### src/rtl/uart_cmd_pkg.sv
// Shared definitions for the UART command host.
// Holds frame opcodes, command type and FSM state encodings, and the per-command byte count.
package uart_cmd_pkg;

  localparam logic [7:0] OPC_WR      = 8'hAA;
  localparam logic [7:0] OPC_RD      = 8'hBB;
  localparam logic [7:0] OPC_ALU_OP  = 8'hCC;
  localparam logic [7:0] OPC_ALU_NOP = 8'hDD;

  typedef enum logic [1:0] {
    CmdRegWr  = 2'd0,
    CmdRegRd  = 2'd1,
    CmdAluOp  = 2'd2,
    CmdAluNop = 2'd3
  } cmd_type_e;

  typedef enum logic [2:0] {
    StIdle   = 3'd0,
    StStart  = 3'd1,
    StData   = 3'd2,
    StParity = 3'd3,
    StStop   = 3'd4,
    StGap    = 3'd5
  } state_e;

  // Number of bytes on the wire for a command, opcode included.
  function automatic logic [2:0] cmd_bytes(cmd_type_e t);
    logic [2:0] n;
    unique case (t)
      CmdRegWr:  n = 3'd3;
      CmdRegRd:  n = 3'd2;
      CmdAluOp:  n = 3'd4;
      CmdAluNop: n = 3'd2;
    endcase
    return n;
  endfunction

endpackage

### src/rtl/uart_cmd_host_if.sv
// Command handshake bundle between a command source and uart_cmd_host.
//   master: drives cmd_valid and the command fields, observes cmd_ready.
//   slave : observes cmd_valid and the command fields, drives cmd_ready.
interface uart_cmd_host_if;
  logic       cmd_valid;
  logic       cmd_ready;
  logic [1:0] cmd_type;
  logic [3:0] cmd_addr;
  logic [7:0] cmd_a;
  logic [7:0] cmd_b;
  logic [3:0] cmd_fun;

  modport master (
    output cmd_valid, cmd_type, cmd_addr, cmd_a, cmd_b, cmd_fun,
    input  cmd_ready
  );

  modport slave (
    input  cmd_valid, cmd_type, cmd_addr, cmd_a, cmd_b, cmd_fun,
    output cmd_ready
  );
endinterface

### src/rtl/uart_cmd_bit_timer.sv
// Loadable bit-period down-counter.
//   clk_i, rst_i : clock, synchronous active-high reset
//   load_i       : start a new period of period_i cycles (period_i must be non-zero)
//   period_i     : bit period in clock cycles
//   en_i         : count enable; the counter auto-reloads at each period end while enabled
//   tick_o       : high on the last cycle of every period
module uart_cmd_bit_timer #(
  parameter int unsigned CPB_W = 8
) (
  input  logic             clk_i,
  input  logic             rst_i,
  input  logic             load_i,
  input  logic [CPB_W-1:0] period_i,
  input  logic             en_i,
  output logic             tick_o
);

  logic [CPB_W-1:0] cnt_q, cnt_d;

  always_comb begin
    cnt_d = cnt_q;
    if (load_i) begin
      cnt_d = period_i - CPB_W'(1);
    end else if (en_i) begin
      cnt_d = (cnt_q == '0) ? period_i - CPB_W'(1) : cnt_q - CPB_W'(1);
    end
  end

  always_ff @(posedge clk_i) begin
    if (rst_i) begin
      cnt_q <= '0;
    end else begin
      cnt_q <= cnt_d;
    end
  end

  assign tick_o = en_i && (cnt_q == '0);

endmodule

### src/rtl/uart_cmd_host.sv
// Host-side command serializer driving a UART RX pin.
// Accepts one command per handshake and sends opcode + operand bytes as async frames:
// start, 8 data bits LSB first, optional parity, stop; GAP_BITS idle periods between bytes.
//   CLK, RST     : clock, synchronous active-high reset
//   cmd          : command handshake (slave side), see uart_cmd_host_if
//   par_en       : parity enable; par_typ 0=even, 1=odd
//   clks_per_bit : bit period in CLK cycles, 0 treated as 1
//   err_inject   : only with UART_CMD_HOST_ERR_INJ_EN; inverts parity bits and
//                  drives the final stop bit low
//   tx_line      : serial output, idle high
//   busy         : high from accept until the end of the final stop bit
//   cmd_done     : pulse on the last cycle of the final stop bit
module uart_cmd_host
  import uart_cmd_pkg::*;
#(
  parameter int unsigned GAP_BITS = 1,
  parameter int unsigned CPB_W    = 8
) (
  input  logic             CLK,
  input  logic             RST,
  uart_cmd_host_if.slave   cmd,
  input  logic             par_en,
  input  logic             par_typ,
  input  logic [CPB_W-1:0] clks_per_bit,
`ifdef UART_CMD_HOST_ERR_INJ_EN
  input  logic             err_inject,
`endif
  output logic             tx_line,
  output logic             busy,
  output logic             cmd_done
);

  localparam int unsigned GapW = (GAP_BITS > 1) ? $clog2(GAP_BITS) : 1;
  localparam logic [GapW-1:0] GapLast = GapW'((GAP_BITS == 0) ? 0 : GAP_BITS - 1);

  state_e           state_q, state_d;
  cmd_type_e        type_q;
  logic [3:0]       addr_q, fun_q;
  logic [7:0]       a_q, b_q;
  logic             par_en_q, par_typ_q, err_q;
  logic [CPB_W-1:0] cpb_q;
  logic [2:0]       bit_idx_q;
  logic [1:0]       byte_idx_q;
  logic [GapW-1:0]  gap_cnt_q;

  logic             accept, bit_tick, last_byte, last_gap, err_in;
  logic [CPB_W-1:0] cpb_in, period;
  logic [7:0]       cur_byte;

`ifdef UART_CMD_HOST_ERR_INJ_EN
  assign err_in = err_inject;
`else
  assign err_in = 1'b0;
`endif

  assign accept    = cmd.cmd_valid && cmd.cmd_ready;
  assign cpb_in    = (clks_per_bit == '0) ? CPB_W'(1) : clks_per_bit;
  // The live input only matters on the accept edge; afterwards the latched copy is used.
  assign period    = accept ? cpb_in : cpb_q;
  assign last_byte = ({1'b0, byte_idx_q} == (cmd_bytes(type_q) - 3'd1));
  assign last_gap  = (gap_cnt_q == GapLast);

  uart_cmd_bit_timer #(
    .CPB_W (CPB_W)
  ) u_bit_timer (
    .clk_i    (CLK),
    .rst_i    (RST),
    .load_i   (accept),
    .period_i (period),
    .en_i     (state_q != StIdle),
    .tick_o   (bit_tick)
  );

  // Byte currently on the wire.
  always_comb begin
    cur_byte = 8'h00;
    unique case (type_q)
      CmdRegWr: begin
        case (byte_idx_q)
          2'd0:    cur_byte = OPC_WR;
          2'd1:    cur_byte = {4'h0, addr_q};
          default: cur_byte = a_q;
        endcase
      end
      CmdRegRd: begin
        cur_byte = (byte_idx_q == 2'd0) ? OPC_RD : {4'h0, addr_q};
      end
      CmdAluOp: begin
        case (byte_idx_q)
          2'd0:    cur_byte = OPC_ALU_OP;
          2'd1:    cur_byte = a_q;
          2'd2:    cur_byte = b_q;
          default: cur_byte = {4'h0, fun_q};
        endcase
      end
      CmdAluNop: begin
        cur_byte = (byte_idx_q == 2'd0) ? OPC_ALU_NOP : {4'h0, fun_q};
      end
    endcase
  end

  // FSM state register.
  always_ff @(posedge CLK) begin
    if (RST) begin
      state_q <= StIdle;
    end else begin
      state_q <= state_d;
    end
  end

  // FSM next state.
  always_comb begin
    state_d = state_q;
    unique case (state_q)
      StIdle:   if (accept) state_d = StStart;
      StStart:  if (bit_tick) state_d = StData;
      StData:   if (bit_tick && (bit_idx_q == 3'd7)) state_d = par_en_q ? StParity : StStop;
      StParity: if (bit_tick) state_d = StStop;
      StStop: begin
        if (bit_tick) begin
          if (last_byte)         state_d = StIdle;
          else if (GAP_BITS > 0) state_d = StGap;
          else                   state_d = StStart;
        end
      end
      StGap:    if (bit_tick && last_gap) state_d = StStart;
      default:  state_d = StIdle;
    endcase
  end

  // Command latch and bit/byte/gap indices.
  always_ff @(posedge CLK) begin
    if (RST) begin
      type_q     <= CmdRegWr;
      addr_q     <= '0;
      fun_q      <= '0;
      a_q        <= '0;
      b_q        <= '0;
      par_en_q   <= 1'b0;
      par_typ_q  <= 1'b0;
      err_q      <= 1'b0;
      cpb_q      <= '0;
      bit_idx_q  <= '0;
      byte_idx_q <= '0;
      gap_cnt_q  <= '0;
    end else if (accept) begin
      type_q     <= cmd_type_e'(cmd.cmd_type);
      addr_q     <= cmd.cmd_addr;
      fun_q      <= cmd.cmd_fun;
      a_q        <= cmd.cmd_a;
      b_q        <= cmd.cmd_b;
      par_en_q   <= par_en;
      par_typ_q  <= par_typ;
      err_q      <= err_in;
      cpb_q      <= cpb_in;
      bit_idx_q  <= '0;
      byte_idx_q <= '0;
      gap_cnt_q  <= '0;
    end else if (bit_tick) begin
      case (state_q)
        // 3-bit index wraps back to 0 after bit 7, ready for the next byte.
        StData: bit_idx_q <= bit_idx_q + 3'd1;
        StStop: if (!last_byte) byte_idx_q <= byte_idx_q + 2'd1;
        StGap:  gap_cnt_q <= last_gap ? '0 : gap_cnt_q + GapW'(1);
        default: ;
      endcase
    end
  end

  // FSM outputs.
  always_comb begin
    tx_line       = 1'b1;
    busy          = (state_q != StIdle);
    cmd.cmd_ready = (state_q == StIdle);
    cmd_done      = 1'b0;
    unique case (state_q)
      StStart:  tx_line = 1'b0;
      StData:   tx_line = cur_byte[bit_idx_q];
      StParity: tx_line = (^cur_byte) ^ par_typ_q ^ err_q;
      StStop: begin
        tx_line  = ~(err_q & last_byte);
        // Suppressed under reset so an abandoned command never reports completion.
        cmd_done = bit_tick && last_byte && !RST;
      end
      default:  tx_line = 1'b1;
    endcase
  end

endmodule

### src/flat_wrapper.sv
// flat-port wrapper written by rule: the top's interface ports become plain ports
module uart_cmd_host_flat import uart_cmd_pkg::*;
#(
  parameter int unsigned GAP_BITS = 1,
  parameter int unsigned CPB_W    = 8
)
  (CLK, RST, par_en, par_typ, clks_per_bit, tx_line, busy, cmd_done, cmd_cmd_valid, cmd_cmd_type, cmd_cmd_addr, cmd_cmd_a, cmd_cmd_b, cmd_cmd_fun, cmd_cmd_ready);
  uart_cmd_host_if cmd_i ();
  input  logic CLK;
  input  logic RST;
  input  logic par_en;
  input  logic par_typ;
  input  logic [CPB_W-1:0] clks_per_bit;
  output logic tx_line;
  output logic busy;
  output logic cmd_done;
  input wire logic [$bits(cmd_i.cmd_valid)-1:0] cmd_cmd_valid;
  input wire logic [$bits(cmd_i.cmd_type)-1:0] cmd_cmd_type;
  input wire logic [$bits(cmd_i.cmd_addr)-1:0] cmd_cmd_addr;
  input wire logic [$bits(cmd_i.cmd_a)-1:0] cmd_cmd_a;
  input wire logic [$bits(cmd_i.cmd_b)-1:0] cmd_cmd_b;
  input wire logic [$bits(cmd_i.cmd_fun)-1:0] cmd_cmd_fun;
  output wire logic [$bits(cmd_i.cmd_ready)-1:0] cmd_cmd_ready;
  assign cmd_i.cmd_valid = cmd_cmd_valid;
  assign cmd_i.cmd_type = cmd_cmd_type;
  assign cmd_i.cmd_addr = cmd_cmd_addr;
  assign cmd_i.cmd_a = cmd_cmd_a;
  assign cmd_i.cmd_b = cmd_cmd_b;
  assign cmd_i.cmd_fun = cmd_cmd_fun;
  assign cmd_cmd_ready = cmd_i.cmd_ready;
  uart_cmd_host #(.GAP_BITS(GAP_BITS), .CPB_W(CPB_W)) u_core (.CLK(CLK), .RST(RST), .cmd(cmd_i), .par_en(par_en), .par_typ(par_typ), .clks_per_bit(clks_per_bit), .tx_line(tx_line), .busy(busy), .cmd_done(cmd_done));
endmodule
### config.mk
export PLATFORM = sky130hd
export DESIGN_NAME = uart_cmd_host_flat
export DESIGN_NICKNAME = d
export VERILOG_FILES = /design/src/rtl/uart_cmd_pkg.sv /design/src/rtl/uart_cmd_host_if.sv /design/src/rtl/uart_cmd_bit_timer.sv /design/src/rtl/uart_cmd_host.sv /design/src/flat_wrapper.sv
export SDC_FILE = /design/constraint.sdc
export NUM_CORES = 1
export LEC_CHECK = 0
export ABC_AREA = 1
export BUFFER_PORTS_ARGS = -buffer_cell sky130_fd_sc_hd__buf_2
export CAP_MARGIN = 20
export CORE_ASPECT_RATIO = 2
export CORE_UTILIZATION = 58
export CTS_CLUSTER_DIAMETER = 150
export DETAILED_ROUTE_END_ITERATION = 8
export PLACE_DENSITY = 0.87
export SLEW_MARGIN = 20
export SYNTH_ARGS = -nofsm -noshare
export SYNTH_HDL_FRONTEND = slang
export SYNTH_SLANG_ARGS = --single-unit
### constraint.sdc
create_clock -name CLK -period 2.5 [get_ports CLK]
set_clock_uncertainty 0.1 [all_clocks]
set_input_delay 0.25 -clock CLK [delete_from_list [all_inputs] [get_ports CLK]]
set_output_delay 0.25 -clock CLK [all_outputs]
set_load 0.1 [all_outputs]
# Word-level counts from Yosys, hierarchy flattened
# Index checks and enable logic that the tools add are counted.
# op_classes
add_sub_neg,6
order_cmp,1
eq_ne,18
n_mux,25
bitwise_logic,3
reduce_logical,21
# ops
operator,count
$mux 8,7
$pmux 8 s4,1
$mux 3,8
$pmux 8 s3,1
$pmux 3 s6,1
$logic_not 8->1,2
$pmux 8 s2,1
$sub 8x1->8 const B,2
$ne 2x1->1 const B,5
$eq 3x3->1 const B,3
$pmux 3 s3,1
$reduce_xor 8->1,1
$eq 2x2->1 const B,3
$eq 3x2->1 const B,2
$logic_and 1x1->1,6
$reduce_and 6->1,1
$eq 2x1->1 const B,2
$logic_not 2->1,2
$lt 3x4->1 const B,1
$reduce_and 2->1,2
$reduce_or 2->1,2
$add 3x1->3 const B,1
$bmux 1 s3,1
$eq 2x3->1,1
other kinds (14),17
# totals
reg_bits,53
wordCells,87

# Longest topological paths before layout
# Gate-level depths: netlist of run 1.
# depth
word_depth,8
mapped_depth,20
mapped_depth_nobuf,19

# By module
# A second synthesis of run 1 with hierarchy kept.
# unflattened
hier_cells,544
hier_area_um2,3434.5
# by_module_without_submodules
module,n_inst,cells_each,area_each_um2,seq_area_each_um2
uart_cmd_host,1,420,2680.1,880.8
uart_cmd_bit_timer,1,124,754.5,160.2

# Worst setup path after synthesis of run 1
# Ideal clock, no wire load.
# synth_path
kind,register to output
from,register u_core.u_bit_timer.cnt_q[2]
to,output port cmd_done
t_arrival_ps,2863
t_required_ps,2150
slack_ps,-713
path_stages_with_launch,5
n_path_buf,0
cell_sequence,dfxtp_1 > nor2_1 > and3_1 > nand4_1 > nor3_1
# synth_between
elab_chain_cells,5
# synth_rtl
element,line_no,text
"start, declared",uart_cmd_bit_timer.sv:18,"logic [CPB_W-1:0] cnt_q, cnt_d;"
"start signal, assigned",uart_cmd_bit_timer.sv:33,cnt_q <= cnt_d;
$logic_not 8->1,uart_cmd_bit_timer.sv:37,assign tick_o = en_i && (cnt_q == '0);
$logic_and 1x1->1,uart_cmd_bit_timer.sv:37,
$logic_and 1x1->1 (2 in a row),uart_cmd_host.sv:183,cmd_done = bit_tick && last_byte && !RST;
$mux 1,uart_cmd_host.sv:176,unique case (state_q)
"end, declared",flat_wrapper.sv:16,output logic cmd_done;
# Every way passes these cells.

# Worst setup path in the final report of run 1
# layout_path
from,register u_core.byte_idx_q[1]
to,output port tx_line
# layout_between
elab_chain_cells,6
elab_cells_between_ends,13
cone_classes,eq/ne: 2; mux: 8; bitwise: 1; reduce/logical: 2
# layout_rtl
element,line_no,text
"start, declared",uart_cmd_host.sv:43,logic [1:0] byte_idx_q;
"start signal, assigned",uart_cmd_host.sv:163,StStop: if (!last_byte) byte_idx_q <= byte_idx_q + 2'd1;
"$eq 2x2->1, or another cell as far along",uart_cmd_host.sv:89,case (byte_idx_q)
"$pmux 8 s3, or another cell as far along",uart_cmd_host.sv:89,
$pmux 8 s4 (*),uart_cmd_host.sv:77,unique case (type_q)
$bmux 1 s3 or $reduce_xor 8->1 (tied branches),"uart_cmd_host.sv:178, uart_cmd_host.sv:179",
$mux 1 (implied by the code) or $xor 1x1->1 (tied branches),"uart_cmd_host.sv:178, uart_cmd_host.sv:179",
$pmux 1 s3 (*),uart_cmd_host.sv:176,
"end, declared",flat_wrapper.sv:14,output logic tx_line;
# Every way passes the cells marked *; elsewhere a longest branch is shown, timed or not. The select of a mux whose other input is x is not followed.

==> results of run 1 <==
## worst min-delay path by stage
| stage | start | endpoint | slack (ns) | depth (start not counted) |
|---|---|---|---|---|
| 6_report | cmd_cmd_addr[2] | u_core.addr_q[2]$_SDFFE_PP0N_ | 0.05 | 3 |
| 5_1_grt | cmd_cmd_fun[1] | u_core.fun_q[1]$_SDFFE_PP0N_ | 0.06 | 3 |
| 4_1_cts | cmd_cmd_a[0] | u_core.a_q[0]$_SDFFE_PP0N_ | 0.05 | 3 |
| 3_5_place_dp | u_core.fun_q[0]$_SDFFE_PP0N_ | u_core.fun_q[0]$_SDFFE_PP0N_ | 0.35 | 2 |
| 3_3_place_gp | u_core.fun_q[0]$_SDFFE_PP0N_ | u_core.fun_q[0]$_SDFFE_PP0N_ | 0.34 | 2 |
| 2_1_floorplan | RST | u_core.u_bit_timer.cnt_q[6]$_SDFFE_PP0P_ | 0.22 | 1 |
## worst max-delay path: cells and delay by family (launching register included)
| kind | cells | cell delay, ns |
|---|---|---|
| simple gates | 14 | 1.10 |
| fa+ha+maj | 1 | 0.19 |
| buf+inv | 4 | 0.37 |
| flops | 1 | 0.40 |
## synthesized netlist by cell type (4+ instances only)
library cell	instances
o21ai_0	49
nor2_2	5
dfxtp_1	52
nand3_1	31
nor2_1	79
ha_1	9
nand4_1	4
o21ai_2	5
inv_1	50
nand2_1	132
a211oi_1	4
clkbuf_1	10
a21oi_1	35
inv_2	7
xor2_1	6
## placed cells by master, fill, tap and decap left out, types with 2 or more instances in the layout
master / count
ha_4: 4
buf_2: 41
xor2_1: 6
nand3b_1: 2
nand3_2: 14
dfxtp_4: 2
nand3_1: 18
clkbuf_8: 5
inv_2: 8
a211oi_1: 4
ha_1: 5
dfxtp_2: 2
o31ai_1: 3
o21ai_0: 48
nand4_1: 4
xnor2_1: 3
inv_1: 46
dfxtp_1: 48
inv_6: 2
nand2_1: 109
nor2_1: 69
nor2_2: 13
nand2_2: 23
nor2_4: 2
buf_4: 15
o211ai_1: 2
nand2_4: 5
o21ai_1: 3
o21ai_2: 6
a21oi_1: 33
## logic make-up after synthesis
| family | count (synthesis) | synth area share, % |
|---|---|---|
| fa+ha+maj | 9 | 3.52 |
| compound gates | 103 | 17.5 |
| buf+inv | 72 | 9.19 |
| xor+xnor | 9 | 2.46 |
| simple gates | 264 | 34.8 |
| flops | 52 | 32.5 |
## final cells by class
type                    instances  area share, %
multi-input cells             385           53.8
repair buffers                 58           8.97
clock inverters                 3           1.18
clock buffers                   5           1.75
flip-flops and latches         52           26.7
inverters                      57           5.76
well taps                      58           1.85
## per-layer routing
layer  vias to the layer above  wire (µm)  track usage [%]
met5                         -          0                0
met4                         0        539             23.4
met3                        42        438             7.09
met2                       118       4710             57.2
met1                      1585       3310             34.1
li1                       1731          -                -
## stage by stage
stage                     total power [W]  worst slack [ns]  instance area, µm²  TNS, ns  hold WS [ns]
after global routing              0.00475            -0.377                3930   -0.377        0.0604
after global placement            0.00349           -0.0312                3520  -0.0312         0.344
after floorplan                   0.00305           0.00966                3210        0         0.219
after CTS                         0.00421            -0.146                3750   -0.146        0.0460
after detailed placement          0.00356           -0.0994                3520  -0.0994         0.350
final                             0.00441            -0.233                3930   -0.233        0.0452
## power breakdown
group	leakage (nW)	switching, W	internal, W	total (W)
clock network	0.0600	0.000310	0.000304	0.000614
logic	1.33	0.00171	0.000806	0.00251
registers	0.432	0.000204	0.00108	0.00128
total	1.82	0.00222	0.00219	0.00441
## registers in the layout (all words and copies together) (netlist names), 3 cells and up
register                  count
u_core.addr_q                 4
u_core.fun_q                  4
u_core.b_q                    8
u_core.cpb_q                  8
u_core.a_q                    8
u_core.state_q                3
u_core.u_bit_timer.cnt_q      8
u_core.bit_idx_q              3
## repair_timing
item,in CTS,in global routing
hold buffers,0,0
setup buffers,1,3
setup endpoints to repair,1,2
gates resized for setup,34,48
pin swaps,7,27
==> reports/metrics.yaml, run 1 <==
status: "finished, violations left"
violations: "negative setup slack"
critPathCaptureType: "output pin"
n_antenna_cell: 0
place_congestion: 1.02
rr_worst_depth: 13
pin_count: 43
cp.arrival_ns: 2.38
wire_per_inst_um: 14.6
grt_pass1_vias: 3406
netlist_area_um2: 3200
portBuffers: 42
startpoint: "u_core.byte_idx_q[1]$_SDFFE_PP0P_"
avgSynthCellArea_um2: 6.29
crit_type: "flop to output pin"
layout_worst_path_cycle_share_pct: 109
slowest_stage: "dfxtp_4"
fin_util_pct: 75.2
synth_top_area_share_pct: 32.5
clkTransAtPathRegs_ns: 0.10
reg2reg_from: "u_core.state_q[0]$_SDFFE_PP0P_"
finalNonFillerCells: 618
cts_root_buffer: "clkbuf_8"
yosys-top-cells-area: "dfxtp_1, nand2_1, nor2_1"
dieArea_um2: 5830
clockBufferDepth: 2
cp.required_ns: 2.15
htreeDepth: 2
fin_ws_ns: -0.233
grt_pass1_wl_um: 14600
netlist.top_cell.by_area: "dfxtp_1"
multi_input_area_um2: 2110
drt_first_iter_violations: 135
vias: 3476
rows: 37
grt_use_total_pct: 33.7
p_per_area_nw_per_um2: 1120
grt.overflow.total: 0
ys_seq_area_share_pct: 32.5
path_cells: "inv_6, ha_4, inv_1, nand2_1, nand2_1, nand3_1, nand2_1, inv_1, nor2_1, nand2_2, nand2_2, nand2_2, nand2_2, nand2_2, nand2_1, nand2_1, nand3_2, nand2_4, buf_12"
antenna_found_initial: 0
cpPeakStageDelay_ns: 0.40
max_freq_mhz: 366
start_kind: "flop"
drtAntennaViolNets: 0
layout-drive-gt1-share_pct: 27.3
layout.nets: 607
vias_per_cell: 5.62
worstReg2RegEnd: "u_core.u_bit_timer.cnt_q[6]$_SDFFE_PP0P_"
ys.flop_type: "dfxtp_1"
cap_viol_max_count: 0
insertion_delay_ns: 0.33
vdd_drop_max_mv: 1.34
initial_utilization_pct: 61.2
rrSetupSlack_ns: 0.27
yosys.cell_types.count: 32
yosys_warnings: 0
setup_viol: 1
postRouteWirelength_um: 9000
crit_path_max_fanout: 6
cts_buffers: 5
hold_violations: 0
syn_nets: 557
cts_tree: "done"
worst_slew_pin_slew_ns: 0.487
dr.pass1.iters: 5
synth_seq_cells: 52
relSlewSlack_pct: 67.8
placed_cells: 606
crit_end: "tx_line"
synth_edf_count: 0
rsz0062_at_grt: "yes"
clock-sinks: 52
synthCells: 509
area_growth_pct: 22.9
async_flop_share_pct: 0
drcViolationCount: 0
nFillCells: 417
die_w_um: 54.5
grt_start_max_net_pins: 41
period_needed_ns: 2.73
dp_hpwl_um: 6130
hold_path.class: "input pin to flop"
maxSlewViolCount: 0
seq_area_um2: 1050
core_um2: 5230
power.leakage_nw: 1.82
die_y_um: 107
(Power assumes the default switching activity.)
==> run 2, diff against run 1 <==
--- a/config.mk
+++ b/config.mk
@@ -5,14 +5,13 @@
 export SDC_FILE = /design/constraint.sdc
 export NUM_CORES = 1
 export LEC_CHECK = 0
-export ABC_AREA = 1
 export BUFFER_PORTS_ARGS = -buffer_cell sky130_fd_sc_hd__buf_2
 export CAP_MARGIN = 20
-export CORE_ASPECT_RATIO = 2
-export CORE_UTILIZATION = 58
-export CTS_CLUSTER_DIAMETER = 150
+export CORE_ASPECT_RATIO = 1.4
+export CORE_UTILIZATION = 57
+export CTS_CLUSTER_DIAMETER = 200
 export DETAILED_ROUTE_END_ITERATION = 8
-export PLACE_DENSITY = 0.87
+export PLACE_DENSITY = 0.86
 export SLEW_MARGIN = 20
 export SYNTH_ARGS = -nofsm -noshare
 export SYNTH_HDL_FRONTEND = slang
==> reports/metrics.yaml, run 2 <==
reg2reg_from: "u_core.state_q[1]$_SDFFE_PP0P_"  # was u_core.state_q[0]$_SDFFE_PP0P_
vias: 3358  # was 3,476
place_ws_ns: -0.537  # was -0.0994 ns
stdcell_area_um2: 4090  # was 3930 µm²
postRouteWirelength_um: 9420  # was 9000 µm
syn_nets: 450  # was 557
avgSynthCellArea_um2: 7.65  # was 6.29 µm²
cp.required_ns: 2.15  # about the same
yosys-top-cells-area: "dfxtp_1, nand2_1, a21oi_1"  # was dfxtp_1, nand2_1, nor2_1
post_dp_cell_area_um2: 3700  # was 3520 µm²
insertion_delay_ns: 0.31  # was 0.33 ns
synth_seq_cells: 52  # unchanged
status: "finished, violations left"  # unchanged
drtAntennaViolNets: 0  # unchanged
hold_path.class: "input pin to flop"  # unchanged
crit_top_cell: "buf_4"
seq_area_um2: 1050  # unchanged
htreeDepth: 2  # unchanged
start_kind: "flop"  # unchanged
power.leakage_nw: 1.66  # was 1.82 nW
power.internal_w: 0.00211  # was 0.00219 W
mostFrequentLayoutCell: "nand2_1"  # unchanged
vdd_drop_max_mv: 1.02  # was 1.34 mV
p_per_area_nw_per_um2: 964  # was 1120 nW/µm²
relSlewSlack_pct: 63.6  # was 67.8%
grt_use_total_pct: 32.6  # was 33.7%
synthCells: 402  # was 509
rrSetupSlack_ns: -0.04  # was 0.27 ns
place_congestion: 0.927  # was 1.02
clkPwrFrac_pct: 12.9  # was 13.9%
initial_utilization_pct: 59.2  # was 61.2%
vias_per_cell: 6.16  # was 5.62
synth_edf_count: 0  # unchanged
max_freq_mhz: 314  # was 366 MHz
yosys.cell_types.count: 59  # was 32
p_seq_share_pct: 29.1  # was 29.0%
clkTransAtPathRegs_ns: 0.11  # was 0.10 ns
hold_start: "cmd_cmd_fun[3]"  # was cmd_cmd_addr[2]
final_cell_mix: "nand2_1, buf_4, dfxtp_1"  # was nand2_1, nor2_1, o21ai_0, dfxtp_1, inv_1
clock-sinks: 52  # unchanged
dp_hpwl_um: 6080  # was 6130 µm
layout-drive-gt1-share_pct: 31.3  # was 27.3%
hold_end: "u_core.fun_q[3]$_SDFFE_PP0N_"  # was u_core.addr_q[2]$_SDFFE_PP0N_
violations: "negative setup slack"  # unchanged
layout.nets: 526  # was 607
cpPeakStageDelay_ns: 0.42  # was 0.40 ns
setup_viol: 2  # was 1
die_y_um: 88.9  # was 107 µm
multi_input_area_um2: 2110  # about the same
cp.arrival_ns: 2.84  # was 2.38 ns
critPathCaptureType: "output pin"  # unchanged
die_w_um: 64.1  # was 54.5 µm
async_flop_share_pct: 0  # unchanged
period_needed_ns: 3.19  # was 2.73 ns
cts_root_buffer: "clkbuf_8"  # unchanged
portBuffers: 42  # unchanged
worst_slew_pin_slew_ns: 0.545  # was 0.487 ns
drcViolationCount: 0  # unchanged
ctsHoldBuffers: 0  # unchanged
grt_start_max_net_pins: 36  # was 41
drt_first_iter_violations: 253  # was 135
cts_tree: "done"  # unchanged
hold_violations: 0  # unchanged
synth.most_common_cell: "nand2_1"  # unchanged
layout_worst_path_cycle_share_pct: 128  # was 109%
crit_type: "flop to output pin"  # unchanged
ys_seq_area_share_pct: 33.8  # was 32.5%
area_growth_pct: 33.0  # was 22.9%
fin_ws_ns: -0.689  # was -0.233 ns
synthTopCellsByCount: "nand2_1, dfxtp_1, a21oi_1"  # was nand2_1, nor2_1, dfxtp_1
core_um2: 5200  # was 5230 µm²
synth_top_area_share_pct: 33.8  # was 32.5%
netlist.top_cell.by_area: "dfxtp_1"  # unchanged
antenna_found_initial: 0  # unchanged
crit_path_max_fanout: 6  # unchanged
cp_top_family: "XOR/XNOR gates"  # was simple AND/OR/NAND/NOR gates
pin_count: 43  # unchanged
nFillCells: 335  # was 417
clockBufferDepth: 2  # unchanged
wire_per_inst_um: 17.3  # was 14.6 µm
yosys_warnings: 0  # unchanged
rr_worst_depth: 11  # was 13
n_antenna_cell: 0  # unchanged
path_cells: "inv_4, ha_4, buf_4, buf_4, nor4b_2, o21ai_0, o221ai_1, xor2_1, xnor2_1, xnor2_2, o311ai_4, buf_12"  # was inv_6, ha_4, inv_1, nand2_1, nand2_1, nand3_1, nand2_1, inv_1, nor2_1, nand2_2, nand2_2, nand2_2, nand2_2, nand2_2, nand2_1, nand2_1, nand3_2, nand2_4, buf_12
rows: 31  # was 37
p_switching_w: 0.00184  # was 0.00222 W
dr.pass1.iters: 6  # was 5
swShare_pct: 46.6  # was 50.4%
cap_viol_max_count: 0  # unchanged
grt_pass1_vias: 3280  # was 3,406
rsz0062_at_grt: "yes"  # unchanged
dieArea_um2: 5700  # was 5830 µm²
slowest_stage: "dfxtp_4"  # unchanged
grt.overflow.total: 0  # unchanged
comb_power_share_pct: 58.0  # was 57.1%
worstReg2RegEnd: "u_core.u_bit_timer.cnt_q[7]$_SDFFE_PP0P_"  # was u_core.u_bit_timer.cnt_q[6]$_SDFFE_PP0P_
holdPathStages: 3  # unchanged
ys.flop_type: "dfxtp_1"  # unchanged
grt_pass1_wl_um: 14300  # was 14,600 µm
cts_buffers: 5  # unchanged
path_buf_inv: 4  # unchanged
netlist_area_um2: 3080  # was 3200 µm²
maxSlewViolCount: 0  # unchanged
==> run 2: cells by family (layout without fill, tap and decap cells) <==
group / count (synthesis) / after routing / share of synthesized area [%]
and+or+nand+nor: 160 / 160 / 25.1
DFF: 52 / 52 / 33.8
AOI/OAI and AO/OA: 108 / 108 / 22.9
adders and majority gates: 9 / 9 / 3.66
muxes: 8 / 8 / 2.64
buffers and inverters: 45 / 122 / 6.14
xor gates and xnor gates: 20 / 20 / 5.70
==> run 2: power by group through the flow <==
stage | registers [W] | logic, W | clock network [W]
detailed placement | 0.00115 | 0.00198 | 0
global route | 0.00116 | 0.00245 | 0.000539
CTS | 0.00113 | 0.00208 | 0.000507
global placement | 0.00114 | 0.00191 | 0
floorplan | 0.00110 | 0.00149 | 0
finish | 0.00115 | 0.00229 | 0.000507
==> run 2: worst max path at each step <==
stage / start / to / cells past startpoint
4_1_cts: u_core.byte_idx_q[1]$_SDFFE_PP0P_ / tx_line / 11
6_report: u_core.byte_idx_q[0]$_SDFFE_PP0P_ / tx_line / 12
3_3_place_gp: u_core.byte_idx_q[1]$_SDFFE_PP0P_ / tx_line / 11
5_1_grt: u_core.byte_idx_q[1]$_SDFFE_PP0P_ / tx_line / 11
2_1_floorplan: u_core.byte_idx_q[0]$_SDFFE_PP0P_ / tx_line / 10
3_5_place_dp: u_core.byte_idx_q[1]$_SDFFE_PP0P_ / tx_line / 11
==> run 2: worst min-delay path, stage by stage <==
cell and delay [ns]:
buf_2 0.09, nand2_1 0.04, a21oi_1 0.05
==> run 2: metrics by stage <==
| stage | utilization, % | hold slack (ns) | setup TNS (ns) | total power [W] | cells |
|---|---|---|---|---|---|
| 6_report | 78.7 | 0.0612 | -0.732 | 0.00395 | 545 |
| 2_1_floorplan | - | 0.286 | -3.42 | 0.00259 | 402 |
| 4_1_cts | 76.6 | 0.0624 | -0.662 | 0.00372 | 538 |
| 3_5_place_dp | 71.2 | 0.350 | -0.547 | 0.00313 | 526 |
| 5_1_grt | 78.7 | 0.0725 | -1.04 | 0.00416 | 545 |
| 3_3_place_gp | 71.2 | 0.345 | -0.410 | 0.00305 | 526 |
==> run 2: layout make-up <==
type / count / share of cell area (%)
clock inverters: 3 / 0.520
well taps: 66 / 2.02
repair buffers: 97 / 16.9
flip-flops and latches: 52 / 25.7
inverters: 17 / 1.71
clock buffers: 5 / 1.68
multi-input cells: 305 / 51.5
==> run 2: metal layers <==
layer | global-route usage, % | vias to the layer above | share of wire [%]
met2 | 60.7 | 144 | 54
met3 | 4.97 | 47 | 4.8
met4 | 22.5 | 0 | 5.5
li1 | - | 1572 | -
met5 | 0 | - | 0
met1 | 33.3 | 1595 | 36
==> run 2: repair_timing <==
action	4_1_cts	5_1_grt
pin swaps	16	9
endpoints found under the setup margin	3	11
resized for setup	28	17
buffers inserted	4	7
